$ cat src/rtl/i2c_pkg.sv
// Shared encodings for the I2C target: FSM states, ACK/NACK levels, default address.
package i2c_pkg;
    typedef enum logic [2:0] {
        IDLE, ADDR, ADDR_ACK, WR_DATA, WR_ACK, RD_DATA, RD_ACK, WAIT_STOP
    } state_e;

    localparam logic       ACK                = 1'b0;
    localparam logic       NACK               = 1'b1;
    localparam logic [6:0] DEFAULT_SLAVE_ADDR = 7'b1010101;
endpackage

$ cat src/rtl/i2c_sync_edge.sv
// Multi-flop synchroniser for one bus pin followed by an edge-detect register.
module i2c_sync_edge #(
    parameter int   STAGES  = 2,
    parameter logic RST_VAL = 1'b1
) (
    input  logic clk_i,
    input  logic rst_i,
    input  logic pin_i,
    output logic level_o,
    output logic rise_o,
    output logic fall_o
);
    logic [STAGES-1:0] sync_q;
    logic              prev_q;

    // Reset to the idle-bus level so leaving reset does not fake an edge.
    always_ff @(posedge clk_i or posedge rst_i) begin
        if (rst_i) begin
            sync_q <= {STAGES{RST_VAL}};
            prev_q <= RST_VAL;
        end else begin
            sync_q <= {sync_q[STAGES-2:0], pin_i};
            prev_q <= sync_q[STAGES-1];
        end
    end

    assign level_o = sync_q[STAGES-1];
    assign rise_o  = sync_q[STAGES-1] & ~prev_q;
    assign fall_o  = ~sync_q[STAGES-1] & prev_q;
endmodule

$ cat src/rtl/i2c_slave_controller.sv
// 7-bit-address I2C target: oversampled SCL/SDA, START/STOP detection, open-drain SDA.
module i2c_slave_controller
    import i2c_pkg::*;
#(
    parameter logic [6:0] SLAVE_ADDR  = DEFAULT_SLAVE_ADDR,
    parameter int         SYNC_STAGES = 2
) (
    input  logic       i2c_clock_in,
    input  logic       i2c_reset_in,
    input  logic       i2c_scl_in,
    input  logic       i2c_sda_in,
    output logic       i2c_sda_oe,
    output logic [7:0] i2c_slave_data_rx,
    output logic       rx_valid,
    input  logic       rx_ready,
    input  logic [7:0] i2c_slave_data_tx,
    output logic       tx_load,
    output logic       busy_out
);
    logic scl_s, scl_rise, scl_fall, sda_s, sda_rise, sda_fall;

    i2c_sync_edge #(.STAGES(SYNC_STAGES), .RST_VAL(1'b1)) u_scl (
        .clk_i(i2c_clock_in), .rst_i(i2c_reset_in), .pin_i(i2c_scl_in),
        .level_o(scl_s), .rise_o(scl_rise), .fall_o(scl_fall)
    );
    i2c_sync_edge #(.STAGES(SYNC_STAGES), .RST_VAL(1'b1)) u_sda (
        .clk_i(i2c_clock_in), .rst_i(i2c_reset_in), .pin_i(i2c_sda_in),
        .level_o(sda_s), .rise_o(sda_rise), .fall_o(sda_fall)
    );

    wire start_ev = sda_fall & scl_s;
    wire stop_ev  = sda_rise & scl_s;

    state_e     state_q, state_d;
    logic [2:0] cnt_q, cnt_d;
    logic       full_q, full_d;     // 8 bits shifted since the last byte boundary
    logic [7:0] rxsh_q, rxsh_d, txsh_q, txsh_d, rx_q, rx_d;
    logic       oe_q, oe_d, busy_q, busy_d, rxv_q, rxv_d, txl_q, txl_d;
    logic       rw_q, rw_d, acked_q, acked_d, mack_q, mack_d;

    always_ff @(posedge i2c_clock_in or posedge i2c_reset_in) begin
        if (i2c_reset_in) begin
            state_q <= IDLE;
            cnt_q   <= '0;
            full_q  <= 1'b0;
            rxsh_q  <= '0;
            txsh_q  <= '0;
            rx_q    <= '0;
            oe_q    <= 1'b0;
            busy_q  <= 1'b0;
            rxv_q   <= 1'b0;
            txl_q   <= 1'b0;
            rw_q    <= 1'b0;
            acked_q <= 1'b0;
            mack_q  <= NACK;
        end else begin
            state_q <= state_d;
            cnt_q   <= cnt_d;
            full_q  <= full_d;
            rxsh_q  <= rxsh_d;
            txsh_q  <= txsh_d;
            rx_q    <= rx_d;
            oe_q    <= oe_d;
            busy_q  <= busy_d;
            rxv_q   <= rxv_d;
            txl_q   <= txl_d;
            rw_q    <= rw_d;
            acked_q <= acked_d;
            mack_q  <= mack_d;
        end
    end

    always_comb begin
        state_d = state_q;
        cnt_d   = cnt_q;
        full_d  = full_q;
        rxsh_d  = rxsh_q;
        txsh_d  = txsh_q;
        rx_d    = rx_q;
        oe_d    = oe_q;
        busy_d  = busy_q;
        rxv_d   = 1'b0;
        txl_d   = 1'b0;
        rw_d    = rw_q;
        acked_d = acked_q;
        mack_d  = mack_q;
        if (start_ev) begin
            state_d = ADDR;
            cnt_d   = '0;
            full_d  = 1'b0;
            oe_d    = 1'b0;
            busy_d  = 1'b0;
        end else if (stop_ev) begin
            state_d = IDLE;
            oe_d    = 1'b0;
            busy_d  = 1'b0;
        end else if (scl_rise) begin
            // ACK slots are not counted: only data states advance the counter.
            unique case (state_q)
                ADDR, WR_DATA, RD_DATA: begin
                    rxsh_d = {rxsh_q[6:0], sda_s};
                    cnt_d  = cnt_q + 3'd1;
                    if (cnt_q == 3'd7) full_d = 1'b1;
                end
                RD_ACK:  mack_d = sda_s;
                default: ;
            endcase
        end else if (scl_fall) begin
            unique case (state_q)
                ADDR: if (full_q) begin
                    full_d = 1'b0;
                    if (rxsh_q[7:1] == SLAVE_ADDR) begin
                        oe_d    = 1'b1;
                        busy_d  = 1'b1;
                        rw_d    = rxsh_q[0];
                        state_d = ADDR_ACK;
                    end else begin
                        oe_d    = 1'b0;
                        state_d = WAIT_STOP;
                    end
                end
                ADDR_ACK: begin
                    oe_d    = 1'b0;
                    state_d = WR_DATA;
                    if (rw_q) begin
                        txl_d   = 1'b1;
                        txsh_d  = i2c_slave_data_tx;
                        oe_d    = ~i2c_slave_data_tx[7];
                        state_d = RD_DATA;
                    end
                end
                WR_DATA: if (full_q) begin
                    full_d  = 1'b0;
                    rx_d    = rxsh_q;
                    rxv_d   = 1'b1;
                    oe_d    = rx_ready;
                    acked_d = rx_ready;
                    state_d = WR_ACK;
                end
                WR_ACK: begin
                    oe_d    = 1'b0;
                    state_d = acked_q ? WR_DATA : WAIT_STOP;
                end
                RD_DATA: begin
                    if (full_q) begin
                        full_d  = 1'b0;
                        oe_d    = 1'b0;
                        state_d = RD_ACK;
                    end else begin
                        txsh_d = {txsh_q[6:0], 1'b0};
                        oe_d   = ~txsh_q[6];
                    end
                end
                RD_ACK: begin
                    if (mack_q == ACK) begin
                        txl_d   = 1'b1;
                        txsh_d  = i2c_slave_data_tx;
                        oe_d    = ~i2c_slave_data_tx[7];
                        state_d = RD_DATA;
                    end else begin
                        state_d = WAIT_STOP;
                    end
                end
                default: ;
            endcase
        end
    end

    assign i2c_sda_oe        = oe_q;
    assign i2c_slave_data_rx = rx_q;
    assign rx_valid          = rxv_q;
    assign tx_load           = txl_q;
    assign busy_out          = busy_q;
endmodule

$ cat config.mk
export PLATFORM = sky130hd
export DESIGN_NAME = i2c_slave_controller
export DESIGN_NICKNAME = d
export VERILOG_FILES = /design/src/rtl/i2c_pkg.sv /design/src/rtl/i2c_sync_edge.sv /design/src/rtl/i2c_slave_controller.sv
export SDC_FILE = /design/constraint.sdc
export NUM_CORES = 1
export LEC_CHECK = 0
export ABC_AREA = 1
export BUFFER_PORTS_ARGS = -buffer_cell sky130_fd_sc_hd__buf_4
export CAP_MARGIN = 20
export CORE_MARGIN = 5
export CORE_UTILIZATION = 55
export CTS_CLUSTER_DIAMETER = 80
export DETAILED_ROUTE_END_ITERATION = 7
export PLACE_DENSITY = 0.76
export SETUP_SLACK_MARGIN = 0.02
export SYNTH_ARGS = -nofsm -noshare
export SYNTH_HDL_FRONTEND = slang
export SYNTH_SLANG_ARGS = --single-unit
$ cat constraint.sdc
create_clock -name i2c_clock_in -period 2.08 [get_ports i2c_clock_in]
set_input_delay 0.312 -clock i2c_clock_in [delete_from_list [all_inputs] [get_ports i2c_clock_in]]
set_output_delay 0.312 -clock i2c_clock_in [all_outputs]
set_load 0.01 [all_outputs]
==> run summary <==
The run finished with clean final reports. Setup violations remaining at the end of the flow were counted as 0. Measured against its own limit, the worst slew margin works out to 65.0%. For this run, the top clock speed supported by timing is 542 MHz. The via-per-instance ratio came out at 4.98. The tools report the number of max-slew violations in the final report as 0. The die outline height is 73.1 um, and the synthesis-to-layout area growth is 15.2%. The number of design rule violations left after detail routing is 0. For the number of hold violations in the final report, the log shows 0.

The floorplan step defined a die boundary enclosing 0.00534 sq mm. After routing, the total negative slack on setup checks comes to 0 ns. A synthesized cell averages 8.13 sq um.

The number of antenna violations at the first check in global routing is 0, and the number of buffer and inverter instances along the worst setup path is 3. The largest single stage delay on the critical path is 0.55 ns. The path class of the tightest hold or removal check is input pin to flop. The violation count after the first detailed-route iteration is 115, and the data arrival time of the worst path is 2.04 ns. The proportion of synthesized chip area in sequential cells is 49.6%, and the clock-pin slew reported for the worst setup and hold paths after clock tree synthesis is 0.09 ns.

The share of final-layout standard cells stronger than drive strength 1 was 19.7%. At the end of the flow, the number of nets in the layout was 317. For this design the static power due to leakage is 1.35 nW. Wires add up to 4.26 mm. In this run the most critical hold path is launched from i2c_scl_in. The number of diodes added for antenna fixing is 0, and the post-CTS setup buffer count is 0. The number of distinct library cells after synthesis was 32.

Clock tree synthesis inserted a total of 5 buffers. Dividing total power by cell area gives a power density of 1130 mW/mm^2. The startpoint type of the worst setup path was a flop.

The horizontal extent of the die is 73.1 um, and the period utilization is 88.7%. In the global route stage, overall resource usage came out at 17.9%. Entering global routing, the biggest net connects 44 pins. The synthesized design devotes to its leading area cell type 41.2% of total area. For this run the aggregate overflow at the end of global routing stands at 0.

In this run the worst path has a maximum fanout of 8. For this run, the detailed router's first-pass iteration total came to 4. The core region is 0.00391 sq mm.

By area the synthesized netlist is led by dfrtp_1 41%, nand2_1 17%, dfstp_2 8.4%. The critical path is of the flop to flop type. The later pin in the worst-skew pair is clocked with a latency of 0.30 ns. For this design, the CTS-stage hold fixing added 0 buffers. The clock sink count is 43, and the number of placed I/O pins is 25. IR analysis of the VDD net gives a maximum drop of 0.000814 V. Walking the worst path, the cells encountered are inv_1 -> ha_1 -> inv_1 -> nand2_1 -> inv_1 -> nand2_1 -> a21oi_4 -> nand2_4 -> nand2_1 -> nand2_1. The count of input and output buffers works out to 24. In this run the worst setup path begins at u_scl.prev_q$_DFF_PP1_. Cell family contributing the most delay on the critical path: flip-flops.

The average wire length per cell after detail routing works out to 12.2 um. The cell sitting at the root of the clock tree is a clkbuf_8. The floorplan has 23 rows.

The detailed router placed 1744 vias in this run. The data required time at the worst endpoint was 2.27 ns; the warning count from the yosys run was 0. For the via count of the first global-routing pass, the log shows 1570. The congestion estimate from routability-driven global placement came to 0.889. STA classifies the critical path endpoint as a flop. Cell with the most instances on the worst path: nand2_1.

In the layout the commonest cells are 97 x nand2_1, 36 x dfrtp_1, 31 x inv_1. The clock passes through at most 2 buffers. TritonCTS built the clock tree.

At the placement stage, the worst setup path has a slack of 0.250 ns. For the wire length of the first global-routing pass, the log shows 7.35 mm. Final clock skew: 0.00862 ns. Post-CTS repair changed the size of 0 cells.

For the pin with the worst max-slew slack, the measured transition is 0.524 ns. The tool flagged a number of max-cap violations equal to 0. The slowest stage of the critical path is the dfstp_2 cell. Synthesis produced a netlist whose cell count is 269.

The startpoint identified for the worst register-to-register timing path is u_scl.prev_q$_DFF_PP1_. The H-tree generated during clock tree synthesis spans 2 levels. The synthesis-stage register bit count was 43; the final critical path time including I/O delays and setup was 1.85 ns.

Most common cell after layout, fill and taps aside: nand2_1. The worst setup margin is 0.235 ns. Setup repair after global routing left no endpoint under its margin. Post-DP HPWL: 3.13 mm. After synthesis the cells add up to 0.00219 sq mm.

The initial cell density of the core is 55.9%. The tools report the net count of the mapped netlist as 287. The largest total area in the synthesized netlist belongs to dfrtp_1. The number of routed nets with antenna violations came out at 0.
## registers in the layout (all words and copies together) (netlist names), 2 cells and up
name               count
cnt_q                  3
i2c_slave_data_rx      8
rxsh_q                 8
state_q                3
txsh_q                 7
u_scl.sync_q           2
u_sda.sync_q           2
## cell families after synthesis
logic type / synth area share, %
muxes: 0.515
DFF: 49.6
adders and majority gates: 2.86
buffers and inverters: 7.84
AOI/OAI and AO/OA: 9.44
and+or+nand+nor: 29.7
## cell type report
type                    instances  area, sq um
well taps                      50         62.6
flip-flops and latches         43         1080
clock buffers                   5         68.8
clock inverters                 3         43.8
repair buffers                 26          195
fillers                       357         1390
multi-input cells             188          931
inverters                      35          134
## stage by stage
step	instances	instance area, sq um	util [%]	hold slack (ns)	power (W)
final	350	2520	64.4	0.112	0.00284
after global placement	342	2410	61.5	0.346	0.00217
after CTS	350	2520	64.4	0.105	0.00286
after detailed placement	342	2410	61.5	0.348	0.00219
after floorplan	269	2190	-	0.316	0.00198
after global routing	350	2520	64.4	0.0880	0.00308
## worst paths after layout
kind / slack (ns) / to / cells after the start
max in group asynchronous: 1.57 / u_scl.prev_q$_DFF_PP1_ / 3
setup / recovery: 0.23 / txsh_q[3]$_DFFE_PP0P_ / 10
hold reg to reg: 0.35 / u_sda.sync_q[1]$_DFF_PP1_ / 0
min in group asynchronous: 0.14 / rxsh_q[0]$_DFFE_PP0P_ / 3
hold / removal: 0.11 / u_scl.sync_q[0]$_DFF_PP1_ / 1
setup reg to reg: 0.23 / txsh_q[3]$_DFFE_PP0P_ / 10
## cells in the mapped netlist
master	instances
ha_1	5
buf_6	2
nand4_1	5
nor3_1	1
a21oi_4	1
nand3b_1	2
mux2_1	1
a21oi_2	1
and2_1	1
nor2_8	1
o211ai_1	1
inv_1	31
o22ai_1	1
o21ai_1	1
nor2_4	2
o21ai_2	3
nand3_1	16
inv_4	1
buf_8	1
dfstp_2	7
o21bai_1	1
nor2_1	17
a21oi_1	5
nand2_4	1
o21ai_0	18
dfrtp_1	36
a31oi_1	1
nor2_2	1
nand2_1	97
o21a_1	1
nand2_2	4
inv_2	3
## per-layer routing
metal / up-vias / routed length [um] / track usage, %
li1: 910 / - / -
met1: 788 / 2030 / 25.9
met2: 40 / 1960 / 26.3
met3: 6 / 206 / 4.68
met4: 0 / 59 / 5.53
met5: - / 0 / 0
## worst reg2reg max path, cell delays in order (launching register included)
cell	delay, ns
dfstp_2	0.55
inv_1	0.04
ha_1	0.22
inv_1	0.10
nand2_1	0.09
inv_1	0.14
nand2_1	0.11
a21oi_4	0.27
nand2_4	0.12
nand2_1	0.08
nand2_1	0.05
## where the power goes
group          switching (W)  internal, W
combinational       0.000611     0.000332
sequential          0.000184      0.00105
clock               0.000303     0.000358
total                0.00110      0.00174
Power figures use the tool's default switching activity.
